`src/rtl/usr_ctrl.sv`:
```
// Serial TX/RX controller that sequences an external 4-bit universal shift register.
// Each command loads the register, runs four shift cycles, then holds the result until it is consumed.
module usr_ctrl (
  input  logic       clk,
  input  logic       rst,
  input  logic       cmd_valid,
  output logic       cmd_ready,
  input  logic [1:0] cmd_op,
  input  logic [3:0] cmd_data,
  input  logic       ser_in,
  output logic       ser_out,
  output logic       ser_out_en,
  output logic       rsp_valid,
  input  logic       rsp_ready,
  output logic [3:0] rsp_data,
  output logic [1:0] usr_select,
  output logic [3:0] usr_p_din,
  output logic       usr_s_left_din,
  output logic       usr_s_right_din,
  input  logic [3:0] usr_p_dout,
  output logic [1:0] dbg_state
);

  // Handshakes: a command transfers on a cycle where cmd_valid && cmd_ready,
  // a response transfers on a cycle where rsp_valid && rsp_ready. Both ready/valid
  // outputs depend only on registered state, never on the partner's valid/ready.

  typedef enum logic [1:0] {
    S_IDLE  = 2'd0,
    S_LOAD  = 2'd1,
    S_SHIFT = 2'd2,
    S_DONE  = 2'd3
  } state_t;

  localparam logic [1:0] SEL_HOLD  = 2'd0;
  localparam logic [1:0] SEL_RIGHT = 2'd1;
  localparam logic [1:0] SEL_LEFT  = 2'd2;
  localparam logic [1:0] SEL_LOAD  = 2'd3;

  state_t     state;
  logic [1:0] bit_cnt;
  logic [1:0] op_q;
  logic [3:0] data_q;
  logic       is_rx;
  logic       msb_first;

  // op bit 1 selects RX, op bit 0 selects MSB-first ordering
  assign is_rx     = op_q[1];
  assign msb_first = op_q[0];

  always_ff @(posedge clk or negedge rst) begin
    if (!rst) begin
      state   <= S_IDLE;
      bit_cnt <= 2'd0;
      op_q    <= 2'd0;
      data_q  <= 4'd0;
    end else begin
      case (state)
        S_IDLE: begin
          if (cmd_valid) begin
            op_q    <= cmd_op;
            data_q  <= cmd_data;
            bit_cnt <= 2'd0;
            state   <= S_LOAD;
          end
        end
        S_LOAD: begin
          state <= S_SHIFT;
        end
        S_SHIFT: begin
          bit_cnt <= bit_cnt + 2'd1;
          if (bit_cnt == 2'd3) begin
            state <= S_DONE;
          end
        end
        S_DONE: begin
          if (rsp_ready) begin
            state <= S_IDLE;
          end
        end
        default: begin
          state <= S_IDLE;
        end
      endcase
    end
  end

  always_comb begin
    cmd_ready       = (state == S_IDLE);
    rsp_valid       = (state == S_DONE);
    rsp_data        = usr_p_dout;
    usr_select      = SEL_HOLD;
    usr_p_din       = 4'd0;
    usr_s_left_din  = 1'b0;
    usr_s_right_din = 1'b0;
    ser_out         = 1'b0;
    ser_out_en      = 1'b0;
    case (state)
      S_LOAD: begin
        usr_select = SEL_LOAD;
        usr_p_din  = is_rx ? 4'd0 : data_q;
      end
      S_SHIFT: begin
        usr_select = msb_first ? SEL_LEFT : SEL_RIGHT;
        // Feeding the current value back keeps the register coherent if it samples p_din while shifting
        usr_p_din  = usr_p_dout;
        if (is_rx) begin
          if (msb_first) begin
            usr_s_left_din = ser_in;
          end else begin
            usr_s_right_din = ser_in;
          end
        end else begin
          ser_out_en = 1'b1;
          ser_out    = msb_first ? usr_p_dout[3] : usr_p_dout[0];
        end
      end
      default: begin
      end
    endcase
  end

  assign dbg_state = state;

endmodule
```
`config.mk`:
```
export PLATFORM = sky130hd
export DESIGN_NAME = usr_ctrl
export DESIGN_NICKNAME = d
export VERILOG_FILES = /design/src/rtl/usr_ctrl.sv
export SDC_FILE = /design/constraint.sdc
export NUM_CORES = 1
export LEC_CHECK = 0
export ABC_CLOCK_PERIOD_IN_PS = 3000
export BUFFER_PORTS_ARGS = -buffer_cell sky130_fd_sc_hd__buf_2
export CAP_MARGIN = 30
export CELL_PAD_IN_SITES_DETAIL_PLACEMENT = 1
export CELL_PAD_IN_SITES_GLOBAL_PLACEMENT = 1
export CORE_MARGIN = 3
export CORE_UTILIZATION = 35
export DETAILED_ROUTE_END_ITERATION = 12
export PLACE_DENSITY = 0.91
export SLEW_MARGIN = 0
export SYNTH_ARGS = -nofsm -noshare
export SYNTH_HDL_FRONTEND = slang
export SYNTH_SLANG_ARGS = --single-unit
```
`constraint.sdc`:
```
create_clock -name clk -period 3 [get_ports clk]
set_clock_uncertainty 0.15 [all_clocks]
set_input_delay 0.45 -clock clk [delete_from_list [all_inputs] [get_ports clk]]
set_output_delay 0.45 -clock clk [all_outputs]
set_load 0.03 [all_outputs]
```
# == Yosys cells after proc, flatten, opt, wreduce, memory -nomap -nowiden ==
# Cells that the tools add are included.
# classes
n_addsub,1
eq_ne,7
n_mux,21
reduce_logical,5
# ops
operator,count
$mux W1,11
$mux W2,5
$pmux W2 S2,2
$pmux W2 S4,1
$pmux W4 S2,1
$eq A2 B2 Y1 const B,3
$mux W4,1
$ne A2 B2 Y1 const B,2
$reduce_and A2 Y1,2
$reduce_and A3 Y1,1
$add A2 B1 Y2 const B,1
$eq A2 B1 Y1 const B,1
$logic_not A2 Y1,1
$ne A2 B1 Y1 const B,1
$reduce_bool A2 Y1,1
# word_totals
register_bits,10
inputBits,15
out_inout_bits,18
elab_cells,38

# == Logic depth before layout (Yosys ltp) ==
# logic_depth
ltp_word,3
mapped_depth,6
mapped_depth_nobuf,5

# == Least setup slack after synthesis ==
# No wires, ideal clock.
# synth_timing
kind,register to output
start,"register state[0], in the netlist dbg_state[0]"
end,output port ser_out
arrival_ps,1741
t_required_ps,2400
setup_slack_ps,659
stages_incl_launch_ff,5
cell_sequence,dfrtp_1 > inv_1 > ha_1 > buf_2 > nor3b_1
# synth_via
elab_chain_len,2
# synth_lines
item,line_no,rtl
start: declaration,40,state_t state;
start signal: assignment,53,state <= S_IDLE;
start signal: assignment,64,state <= S_LOAD;
start signal: assignment,68,state <= S_SHIFT;
$eq A2 B2 Y1,98,case (state)
$mux W1,98,
end: declaration,11,"output logic ser_out,"
# Every way passes these cells.

# == Worst setup path in the final report ==
# layout_timing
start,"register state[1], in the netlist dbg_state[1]"
end,output port usr_p_din[1]
# layout_via
elab_chain_len,2
# layout_lines
item,line_no,rtl
$eq A2 B2 Y1 or $eq A2 B1 Y1 (tied branches),98,
$pmux W4 S2 (*),98,
end: declaration,17,"output logic [3:0] usr_p_din,"
# Mark *: on every way between the ends. The rest lies on a longest branch, timed or not.

==> flow_summary.yaml <==
status:
  status: "completed"
pwr:
  finalPower_w: 0.00104
  leakage_nw: 0.461
  irDropWorstVdd_v: 0.000496
  power_density_nw_per_um2: 1180
sta:
  fin_crit_ns: 2.29
  rsz0062_at_grt: "false"
  slew_viol_final: 0
  slew_headroom: 0.783
  tightest_slew_ns: 0.325
  min_period_over_period: 0.763
  fmax_mhz: 437
  final_hold_viol_count: 0
  setup_viol: 0
  timing.setup.tns_ns: 0
  holdWs_ns: 0.273
logic_synthesis:
  ys_types: 19
  async_flop_share: 1.00
  synth-edff-count: 0
  synth.area.top_cells: "dfrtp_1 (36%), ha_1 (13%), mux2_2 (9.8%), nor2b_1 (7.3%), a22oi_1 (4.4%)"
  ys_top_cells_by_count: "dfrtp_1 (10), nor2b_1 (8), ha_1 (7)"
  ys_ff_latch: 10
  yosys_warnings: 0
  synthMostInstantiatedCell: "dfrtp_1"
  synth_nets: 87
  synthCells: 65
  synth_ff_type: "dfrtp_1"
  yosysSeqAreaShare: 0.364
  synth_top_area_frac: 0.364
  yosysTopAreaCell: "dfrtp_1"
  synth_area_per_cell_sq_um: 10.6
  syn-cell-area_sq_um: 687
critical_path:
  cpMaxStageDelayCell: "dfrtp_1"
  crit_family: "flip-flops"
  critPathBufInv: 2
  cp.arrival_ns: 1.69
  crit_chain: "inv_1, ha_1, nor2b_1, a22oi_1, nor2b_1, buf_2"
  r2r-start: "dbg_state[0]"
  start_kind: "register"
  crit_start: "dbg_state[1]"
  end_kind: "output port"
  critPathKind: "register to output port"
  crit_top_cell: "nor2b_1"
  cpPeakStageDelay_ns: 0.44
  path_max_fanout: 6
  r2r_slack_ns: 1.20
  worstPathRequired_ns: 2.40
global_routing:
  overflow: 0
  grt_util_all_layers: 0.137
  first_global_vias: 587
  antenna_found_initial: 0
  grt_max_degree: 11
  grt_pass1_wl_microns: 2640
finish:
  fin_cells: 121
  drive_gt1_frac: 0.458
  nNetsFinal: 120
  fillCellCount: 221
  area_delta_synth_final_pct: 27.5
  antenna_cells: 0
  final_core_util: 0.491
drt:
  vias: 571
  wl_per_cell_microns: 13.3
  viasPerCell: 4.72
  first_iter_violations: 3
  firstDrtPassIters: 2
  ant_nets: 0
  wirelength_microns: 1600
  route.detailed.drc: 0
place:
  portBuffers: 32
  dp_cells: 117
  place.gp.congestion: 0.757
  hpwl_microns: 1320
hold_path:
  hp-start: "cmd_data[1]"
  hp-class: "input port to register"
clock_tree:
  cts_sinks: 10
  cts-htree-levels: 1
  postCtsSetupRepairBufs: 0
  clkTransAtPathRegs_ns: 0.06
  cts_tree: "done"
  cts_buffer_depth: 2
  cts_buffers: 3
  hold_buffers: 1
  clk_latency_ns: 0.25
  clock-root-buffer: "clkbuf_4"
  cts_resized: 0
floorplan:
  dieArea_sq_um: 2530
  fp.dieH_microns: 50.3
  core-area_sq_um: 1780
  core.rowCount: 15
  io_pins: 33
  start_util: 0.385
  die_x_microns: 50.3
job:
  cap_violations: 0
through the flow:
stage	area (sq um)	setup slack, ns
after global placement	843	1.02
final	876	0.712
after CTS	876	0.697
after global routing	876	0.530
after detailed placement	843	0.992
after floorplan	687	0.659
worst paths after layout:
| path | endpoint | depth (start not counted) |
|---|---|---|
| setup / recovery | usr_p_din[1] | 6 |
| max in group asynchronous | dbg_state[1] | 2 |
| min in group asynchronous | op_q[0] | 2 |
| hold reg to reg | bit_cnt[1] | 2 |
| setup reg to reg | dbg_state[1] | 5 |
| hold / removal | data_q[1] | 2 |
flip-flops by register name (all words and copies together) (netlist names):
signal,flops
bit_cnt,2
data_q,4
dbg_state,2
op_q,2
logic make-up after synthesis:
family / Yosys count / share of synthesized area
multiplexers: 9 / 0.149
AO/OA/AOI/OAI: 10 / 0.118
flip-flops: 10 / 0.364
AND/OR/NAND/NOR: 19 / 0.162
buffers and inverters: 10 / 0.0783
adder cells (fa/ha/maj): 7 / 0.127
power breakdown:
group          switching (W)  internal (W)  total [W]
clock network      0.0000391     0.0000460  0.0000850
registers          0.0000672      0.000204   0.000271
logic               0.000402      0.000279   0.000681
cells in the final DEF (no fill, tap or decap), drive strengths merged:
master,Yosys,final
nand3,2,2
buf,5,32
o21ai,3,3
a22oi,4,4
mux2,7,7
a21oi,2,2
nor3b,1,1
dfrtp,10,10
nor2b,9,9
nor2,3,3
mux2i,2,2
or2b,1,1
a221oi,1,1
nand2,3,3
inv,5,5
ha,7,7
dlygate4sd3,0,1
clkbuf,0,3
area by class of cell:
cell class	instances	area, sq um	share of cell area
flip-flops and latches	10	250	0.286
repair buffers	33	170	0.194
well taps	25	31.3	0.0357
clock buffers	3	22.5	0.0257
multi-input cells	45	383	0.437
inverters	5	18.8	0.0214
layer usage:
metal  track usage  vias to the layer above  wire (microns)
met5             0                        -               0
met4        0.0807                        0              27
met3        0.0326                        4              89
met2         0.224                       21             796
met1         0.161                      267             689
li1              -                      279               -
(Power assumes the default switching activity.)
